## src/rtl/alu_arbiter.sv

```systemverilog
// Round-robin arbiter that shares one external ALU between two requesters.
// Each requester owns a response FIFO, and a registered credit counter keeps that FIFO from overflowing.
module alu_arbiter #(
    parameter int ALU_LAT    = 1,
    parameter int RESP_DEPTH = 2
) (
    input  logic        clock,
    input  logic        reset,
    input  logic        io_req0_valid,
    output logic        io_req0_ready,
    input  logic [15:0] io_req0_a,
    input  logic [15:0] io_req0_b,
    input  logic [2:0]  io_req0_op,
    input  logic        io_req1_valid,
    output logic        io_req1_ready,
    input  logic [15:0] io_req1_a,
    input  logic [15:0] io_req1_b,
    input  logic [2:0]  io_req1_op,
    output logic        io_resp0_valid,
    input  logic        io_resp0_ready,
    output logic [15:0] io_resp0_result,
    output logic        io_resp1_valid,
    input  logic        io_resp1_ready,
    output logic [15:0] io_resp1_result,
    output logic [15:0] io_alu_a,
    output logic [15:0] io_alu_b,
    output logic [2:0]  io_alu_aluOp,
    input  logic [15:0] io_alu_result,
    output logic        io_busy
);

    localparam int PW = (RESP_DEPTH > 1) ? $clog2(RESP_DEPTH) : 1;
    localparam int CW = $clog2(RESP_DEPTH + 1);
    localparam logic [CW-1:0] DEPTH_C  = CW'(RESP_DEPTH);
    localparam logic [PW-1:0] LAST_PTR = PW'(RESP_DEPTH - 1);

    logic [1:0]    req_valid, resp_ready, elig, contend, accept, push, pop, fifo_nonempty;
    logic [CW-1:0] credit_cnt [2];
    logic [CW-1:0] fifo_cnt [2];
    logic [PW-1:0] wr_ptr [2];
    logic [PW-1:0] rd_ptr [2];
    logic [15:0]   fifo_mem [2][RESP_DEPTH];
    logic          rr_last;
    logic          iss_valid, iss_tag;
    logic [15:0]   iss_a, iss_b;
    logic [2:0]    iss_op;
    logic          wb_valid, wb_tag, pipe_busy;

    assign req_valid  = {io_req1_valid, io_req0_valid};
    assign resp_ready = {io_resp1_ready, io_resp0_ready};

    // Gating with reset keeps ready low for as long as reset is held.
    always_comb begin
        elig          = '0;
        fifo_nonempty = '0;
        for (int i = 0; i < 2; i++) begin
            elig[i]          = reset && (credit_cnt[i] < DEPTH_C);
            fifo_nonempty[i] = (fifo_cnt[i] != '0);
        end
    end

    // rr_last holds the requester granted most recently; on a tie the other requester wins.
    assign contend       = req_valid & elig;
    assign io_req0_ready = elig[0] & ~(contend[1] & ~rr_last);
    assign io_req1_ready = elig[1] & ~(contend[0] & rr_last);
    assign accept        = req_valid & {io_req1_ready, io_req0_ready};
    assign pop           = fifo_nonempty & resp_ready;
    assign push          = {wb_valid & wb_tag, wb_valid & ~wb_tag};

    always_ff @(posedge clock or negedge reset) begin
        if (!reset) begin
            rr_last   <= 1'b1;
            iss_valid <= 1'b0;
            iss_tag   <= 1'b0;
            iss_a     <= '0;
            iss_b     <= '0;
            iss_op    <= '0;
        end else begin
            iss_valid <= |accept;
            iss_tag   <= accept[1];
            if (accept[0]) begin
                iss_a  <= io_req0_a;
                iss_b  <= io_req0_b;
                iss_op <= io_req0_op;
            end else if (accept[1]) begin
                iss_a  <= io_req1_a;
                iss_b  <= io_req1_b;
                iss_op <= io_req1_op;
            end else begin
                iss_a  <= '0;
                iss_b  <= '0;
                iss_op <= '0;
            end
            if (accept[1]) begin
                rr_last <= 1'b1;
            end else if (accept[0]) begin
                rr_last <= 1'b0;
            end
        end
    end

    generate
        if (ALU_LAT == 0) begin : g_comb_alu
            assign wb_valid  = iss_valid;
            assign wb_tag    = iss_tag;
            assign pipe_busy = 1'b0;
        end else begin : g_tag_pipe
            logic [ALU_LAT-1:0] pipe_v, pipe_t;
            always_ff @(posedge clock or negedge reset) begin
                if (!reset) begin
                    pipe_v <= '0;
                    pipe_t <= '0;
                end else begin
                    pipe_v[0] <= iss_valid;
                    pipe_t[0] <= iss_tag;
                    for (int k = 1; k < ALU_LAT; k++) begin
                        pipe_v[k] <= pipe_v[k-1];
                        pipe_t[k] <= pipe_t[k-1];
                    end
                end
            end
            assign wb_valid  = pipe_v[ALU_LAT-1];
            assign wb_tag    = pipe_t[ALU_LAT-1];
            assign pipe_busy = |pipe_v;
        end
    endgenerate

    // A credit is taken at accept and handed back only on the edge that follows the pop.
    always_ff @(posedge clock or negedge reset) begin
        if (!reset) begin
            for (int i = 0; i < 2; i++) begin
                credit_cnt[i] <= '0;
                fifo_cnt[i]   <= '0;
                wr_ptr[i]     <= '0;
                rd_ptr[i]     <= '0;
            end
        end else begin
            for (int i = 0; i < 2; i++) begin
                if (accept[i] && !pop[i]) begin
                    credit_cnt[i] <= credit_cnt[i] + 1'b1;
                end else if (!accept[i] && pop[i]) begin
                    credit_cnt[i] <= credit_cnt[i] - 1'b1;
                end
                if (push[i] && !pop[i]) begin
                    fifo_cnt[i] <= fifo_cnt[i] + 1'b1;
                end else if (!push[i] && pop[i]) begin
                    fifo_cnt[i] <= fifo_cnt[i] - 1'b1;
                end
                if (push[i]) begin
                    wr_ptr[i] <= (wr_ptr[i] == LAST_PTR) ? '0 : wr_ptr[i] + 1'b1;
                end
                if (pop[i]) begin
                    rd_ptr[i] <= (rd_ptr[i] == LAST_PTR) ? '0 : rd_ptr[i] + 1'b1;
                end
            end
        end
    end

    always_ff @(posedge clock) begin
        for (int i = 0; i < 2; i++) begin
            if (push[i]) begin
                fifo_mem[i][wr_ptr[i]] <= io_alu_result;
            end
        end
    end

    assign io_resp0_valid  = fifo_nonempty[0];
    assign io_resp1_valid  = fifo_nonempty[1];
    assign io_resp0_result = fifo_nonempty[0] ? fifo_mem[0][rd_ptr[0]] : '0;
    assign io_resp1_result = fifo_nonempty[1] ? fifo_mem[1][rd_ptr[1]] : '0;
    assign io_alu_a        = iss_a;
    assign io_alu_b        = iss_b;
    assign io_alu_aluOp    = iss_op;
    assign io_busy         = iss_valid | pipe_busy | (|fifo_nonempty);

endmodule

```

## config.mk

```make
export PLATFORM = sky130hd
export DESIGN_NAME = alu_arbiter
export DESIGN_NICKNAME = d
export VERILOG_FILES = /design/src/rtl/alu_arbiter.sv
export SDC_FILE = /design/constraint.sdc
export NUM_CORES = 1
export LEC_CHECK = 0
export BUFFER_PORTS_ARGS = -buffer_cell sky130_fd_sc_hd__buf_2
export CORE_AREA = 2 2 125 127
export CTS_CLUSTER_SIZE = 28
export DETAILED_ROUTE_END_ITERATION = 10
export DIE_AREA = 0 0 127 129
export SLEW_MARGIN = 20
export SYNTH_ARGS = -nofsm -noshare
export SYNTH_HDL_FRONTEND = slang
export SYNTH_SLANG_ARGS = --single-unit
```

## constraint.sdc

```tcl
create_clock -name clock -period 1.8 [get_ports clock]
set_input_delay 0.27 -clock clock [delete_from_list [all_inputs] [get_ports clock]]
set_output_delay 0.27 -clock clock [all_outputs]
set_load 0.03 [all_outputs]
```

# Word level (Yosys, flattened, before mapping)
# Memories as Yosys holds them, arrays and structs flattened.
# Cells that the tools add are included.
dict set report word_totals {
  ff_bits 52
  mem_bits_rw 64
  in_bits 92
  out_inout_bits 72
  word_cells 123
  memories 1
}
# memory words word_bits rd rd_ports_with_merged_regs write_ports line_no
set memory_table {}
lappend memory_table {fifo_mem 2 32 2 0 1 42} ;# logic [15:0] fifo_mem [2][RESP_DEPTH];
dict set report classes {
  add_sub_neg 12
  order_cmp 8
  muxes 39
  n_bitwise 19
  reduce_logical 28
}
# operator count
set op_table {}
lappend op_table {{16-bit two-way mux} 14}
lappend op_table {{32-bit two-way mux} 4}
lappend op_table {{16-bit demux with 1-bit select} 2}
lappend op_table {{32-bit OR reduction} 1}
lappend op_table {{2-bit two-way mux} 8}
lappend op_table {{2-bit nonzero test} 7}
lappend op_table {{1-bit logical AND} 12}
lappend op_table {{1-bit two-way mux} 9}
lappend op_table {{2-bit by 1-bit adder with 2-bit output, second input constant} 4}
lappend op_table {{2-bit >= comparator, second input constant} 4}
lappend op_table {{1-bit inverter with 2-bit output} 4}
lappend op_table {{2-bit by 1-bit subtractor with 2-bit output, second input constant} 4}
lappend op_table {{1-bit AND} 6}
lappend op_table {{2-bit AND} 3}
lappend op_table {{1-bit zero test} 6}
lappend op_table {{3-bit two-way mux} 2}
lappend op_table {{1-bit adder, second input constant} 4}
lappend op_table {{2-bit by 1-bit < comparator with 1-bit output, second input constant} 2}
lappend op_table {{2-bit < comparator, second input constant} 2}
lappend op_table {{1-bit inverter} 4}
lappend op_table {{2-bit OR reduction} 2}
lappend op_table {{1-bit bitwise OR} 2}

# Longest topological paths before layout
dict set report logic_depth {
  depth_word 11
  ltp_mapped 8
}

# Worst setup path after synthesis
# No wires, ideal clock.
dict set report synth_path {
  path_type {reg-to-output}
  startpoint {register fifo_cnt[2] (netlist name)}
  endpoint {output port io_busy}
  arrival_time_ns 1.417
  path_slack_ns 0.113
  path_stages_with_launch 4
  n_path_buf 0
  path_cell_list {dfrtp_1 nor2_2 inv_1 or4_1}
}
dict set report synth_between {
  elab_chain_cells 3
}
# item line_no
set synth_rtl {}
lappend synth_rtl {{start: declaration} 39} ;# logic [CW-1:0] fifo_cnt [2];
lappend synth_rtl {{start signal: indexed assignment} 145} ;# fifo_cnt[i] <= fifo_cnt[i] + 1'b1;
lappend synth_rtl {{start signal: indexed assignment} 147} ;# fifo_cnt[i] <= fifo_cnt[i] - 1'b1;
lappend synth_rtl {{2-bit nonzero test} 58} ;# fifo_nonempty[i] = (fifo_cnt[i] != '0);
lappend synth_rtl {{named net io_resp0_valid} 19} ;# output logic io_resp0_valid,
lappend synth_rtl {{2-bit OR reduction} 174} ;# assign io_busy = iss_valid | pipe_busy | (|fifo_nonempty);
lappend synth_rtl {{1-bit bitwise OR} 174}
lappend synth_rtl {{end: declaration} 29} ;# output logic io_busy
# The timed path passes the listed nets, and every way through them passes these cells.

# Worst setup path after layout
dict set report layout_path {
  startpoint {register fifo_cnt[0] (netlist name)}
  endpoint {output port io_busy}
}
dict set report layout_between {
  elab_chain_cells 3
}
# item line_no
set layout_rtl {}
lappend layout_rtl {{2-bit nonzero test} 58}
lappend layout_rtl {{2-bit OR reduction} 174}
lappend layout_rtl {{1-bit bitwise OR} 174}
# Every way passes these cells.

==> metrics.cfg <==
[run_status]
outcome = complete, but fails checks
violations = negative setup slack

[clock_tree]
cts_tree = done
cts_root_buf = clkbuf_16
numCtsBuffers = 17
cts_max_path_buffers = 2
clk_pin_slew_ns = 0.05
htree_num_levels = 4
cts.sinks = 116
clk_latency_ns = 0.40

[worst_setup_path]
required_ns = 1.53
cp_max_fo = 2
r2r_end = fifo_cnt[1]
critPathLaunch = fifo_cnt[0]
ff2ff_path_depth = 6
r2r_slack_ns = 0.23
reg2reg_from = fifo_cnt[0]
cp-start-kind = flop
worstSetupEndpoint = io_busy
crit_path_end_kind = output pin
critPathArrivalTime_ns = 1.62
path_class = reg -> out

[pwr]
p_clk_share_pct = 28.6
leakage_nw = 2.93
ir_drop_mv = 0.562
pwr_density_cell_nw_per_um2 = 1690
p_int_mw = 6.63
totalPowerFinal_mw = 10.4
swShare_pct = 36.2
seqPwrFrac_pct = 34.6
combPwrFrac_pct = 36.8
p_sw_mw = 3.77

[grt]
grt-busiest-layer = met2
track_usage_pct = 12.9
grt_max_degree = 50
grtUsageMet2_pct = 22.8
gr-usage-met3_pct = 5.53
antenna_found_initial = 0
use_met1_pct = 13.6
grt-ovfl-total = 0
grt_pass1_wl_um = 15600
grt_pass1_vias = 3027

[detailed_routing]
wl_um = 10400
wl_per_cell_um = 15.6
drc = 0
drt_pass1_iterations = 4
drtIter0Drc = 107
vias = 2943
antenna_left = 0
vias_per_cell = 4.41

[synthesis]
ys_async_sr_fraction_pct = 44.8
synth_top_area_share_pct = 43.3
syn_area_per_cell_um2 = 15.9
yosys.cell_count.top_type = edfxtp_1
synth_fp_nets = 375
ys_warn_count = 0
synth_edf_count = 64
yosysUniqueCellTypes = 32
ys_ff_latch = 116
synthCells = 279
synth_top_area_cell = edfxtp_1
synth_commonest_cells = 64 x edfxtp_1, 51 x dfrtp_1, 38 x nor2_1
ys_seq_area_share_pct = 72.6
synthTopCellsByArea = edfxtp_1 43%, dfrtp_1 29%, mux2i_1 7.2%
synth-main-ff-cell = edfxtp_1
synth_area_um2 = 4440

[sta]
tightest_slew_ns = 0.610
fin_crit_sh_pct = 105
tns_ns = -0.0864
fmax_mhz = 530
slew_violations = 0
slew_headroom_pct = 59.4
setup_slack_ns = -0.0864
min_period_ns = 1.89
rsz0062_at_grt = yes
hold_slack_ns = 0.0318
hold_viol_final = 0
final-setup-viol-count = 1
skew_ns = 0.00561

[final_layout]
seqCellArea_um2 = 3230
final_layout_size_suffix_gt1_share_pct = 46.8
stdcell_area_um2 = 6170
synthToLayoutAreaGrowth_pct = 39.1
fin_nets = 562
n_antenna_cell = 0
multi_input_area_um2 = 1110
final_util_pct = 41.2
fill_cells = 1410

[floorplan]
io_pins = 164
dieArea_um2 = 16400
die_x_um = 127
coreArea_um2 = 15000
rows = 45
start_util_pct = 29.6
die_h_um = 129

[hold_path]
hold_path.class = in -> async

[placed_design]
dpl-instance-area_um2 = 5510
dp.final_hpwl_um = 7150
gp_congestion = 0.727
portBuffers = 163

[run]
max_cap_viol_count = 0

-- power by group through the flow --
stage | sequential, mW | combinational (mW) | clock, mW
after CTS | 3.59 | 3.84 | 3.06
after detailed placement | 3.61 | 3.66 | 0
final | 3.60 | 3.83 | 2.97
after global routing | 3.64 | 4.13 | 3.20
after floorplan | 3.82 | 2.25 | 0
after global placement | 3.59 | 3.61 | 0
-- stage by stage --
stage,cells,setup WS [ns]
after global routing,667,-0.131
after global placement,628,0.115
after floorplan,279,0.113
after detailed placement,628,0.0677
final,667,-0.0864
after CTS,665,-0.103
-- what timing repair did --
item                                    4_1_cts  5_1_grt
hold endpoints to repair                      3        0
endpoints found under the setup margin       33       34
gates cloned                                  1        1
gates resized for setup                      11        2
pin swaps                                     1        1
hold buffers                                  1        0
buffers inserted                              4        1
-- final cells by class --
class                      count  share of cell area, %
clock buffer                  22                   7.84
clock inverter                10                  0.912
timing repair buffer         182                   16.8
multi-input combinational    144                   18.1
tap                          188                   3.81
sequential                   116                   52.3
inverter                       5                  0.304
-- cell usage in the layout (no fill, tap or decap), drive strengths merged --
master	synthesis	routed
a22o	35	35
ha	4	4
or4	1	1
inv	5	5
dfstp	1	1
nand2b	2	2
xnor2	8	8
mux2i	32	32
and2	1	1
o211a	1	1
dfrtp	51	51
nand2	2	2
o21ai	2	2
a21o	1	1
nor2b	1	1
and3b	1	1
or2	1	1
clkbuf	2	23
dlygate4sd3	0	1
and3	1	1
clkinv	0	9
buf	12	180
clkinvlp	0	1
o21a	1	1
xor2	8	8
nor2	40	40
nor3	2	2
edfxtp	64	64
-- layer usage --
layer | vias to the layer above | part of all wire, %
met2 | 150 | 51
met4 | 0 | 1.6
met3 | 13 | 8.6
met1 | 1390 | 39
li1 | 1390 | -
met5 | - | 0
-- sequential cells by signal, indices dropped and copies added (netlist names) --
| signal | flops |
|---|---|
| fifo_mem | 64 |
| io_alu_a | 16 |
| io_alu_b | 16 |
| credit_cnt | 4 |
| fifo_cnt | 4 |
| io_alu_aluOp | 3 |
| rd_ptr | 2 |
| wr_ptr | 2 |
| g_tag_pipe.pipe_t | 1 |
| g_tag_pipe.pipe_v | 1 |
| iss_tag | 1 |
| iss_valid | 1 |
| rr_last | 1 |
-- how the worst min path moves through the flow --
stage / end / startpoint / slack, ns
floorplan: credit_cnt[0] / reset / -0.03
global placement: credit_cnt[0] / reset / 0.09
detailed placement: credit_cnt[0] / reset / 0.09
CTS: io_alu_b[7] / reset / 0.04
global route: io_alu_b[7] / io_req1_b[7] / 0.06
finish: iss_tag / reset / 0.03
-- cell families (layout without fill, tap and decap cells) --
kind of cell,Yosys count,in the layout,share of synthesized area [%]
flip-flops,116,116,72.6
AND/OR/NAND/NOR,52,52,5.50
AO/OA/AOI/OAI,40,40,7.69
XOR/XNOR,16,16,3.16
adder cells (fa/ha/maj),4,4,1.13
multiplexers,32,32,7.22
buffers and inverters,19,219,2.68
-- critical path: stages (launching register included) --
cell and delay [ns]:
dfrtp_2 0.42, nor2_4 0.12, inv_2 0.04, or4_4 0.47, buf_6 0.15
(Power assumes the default switching activity.)
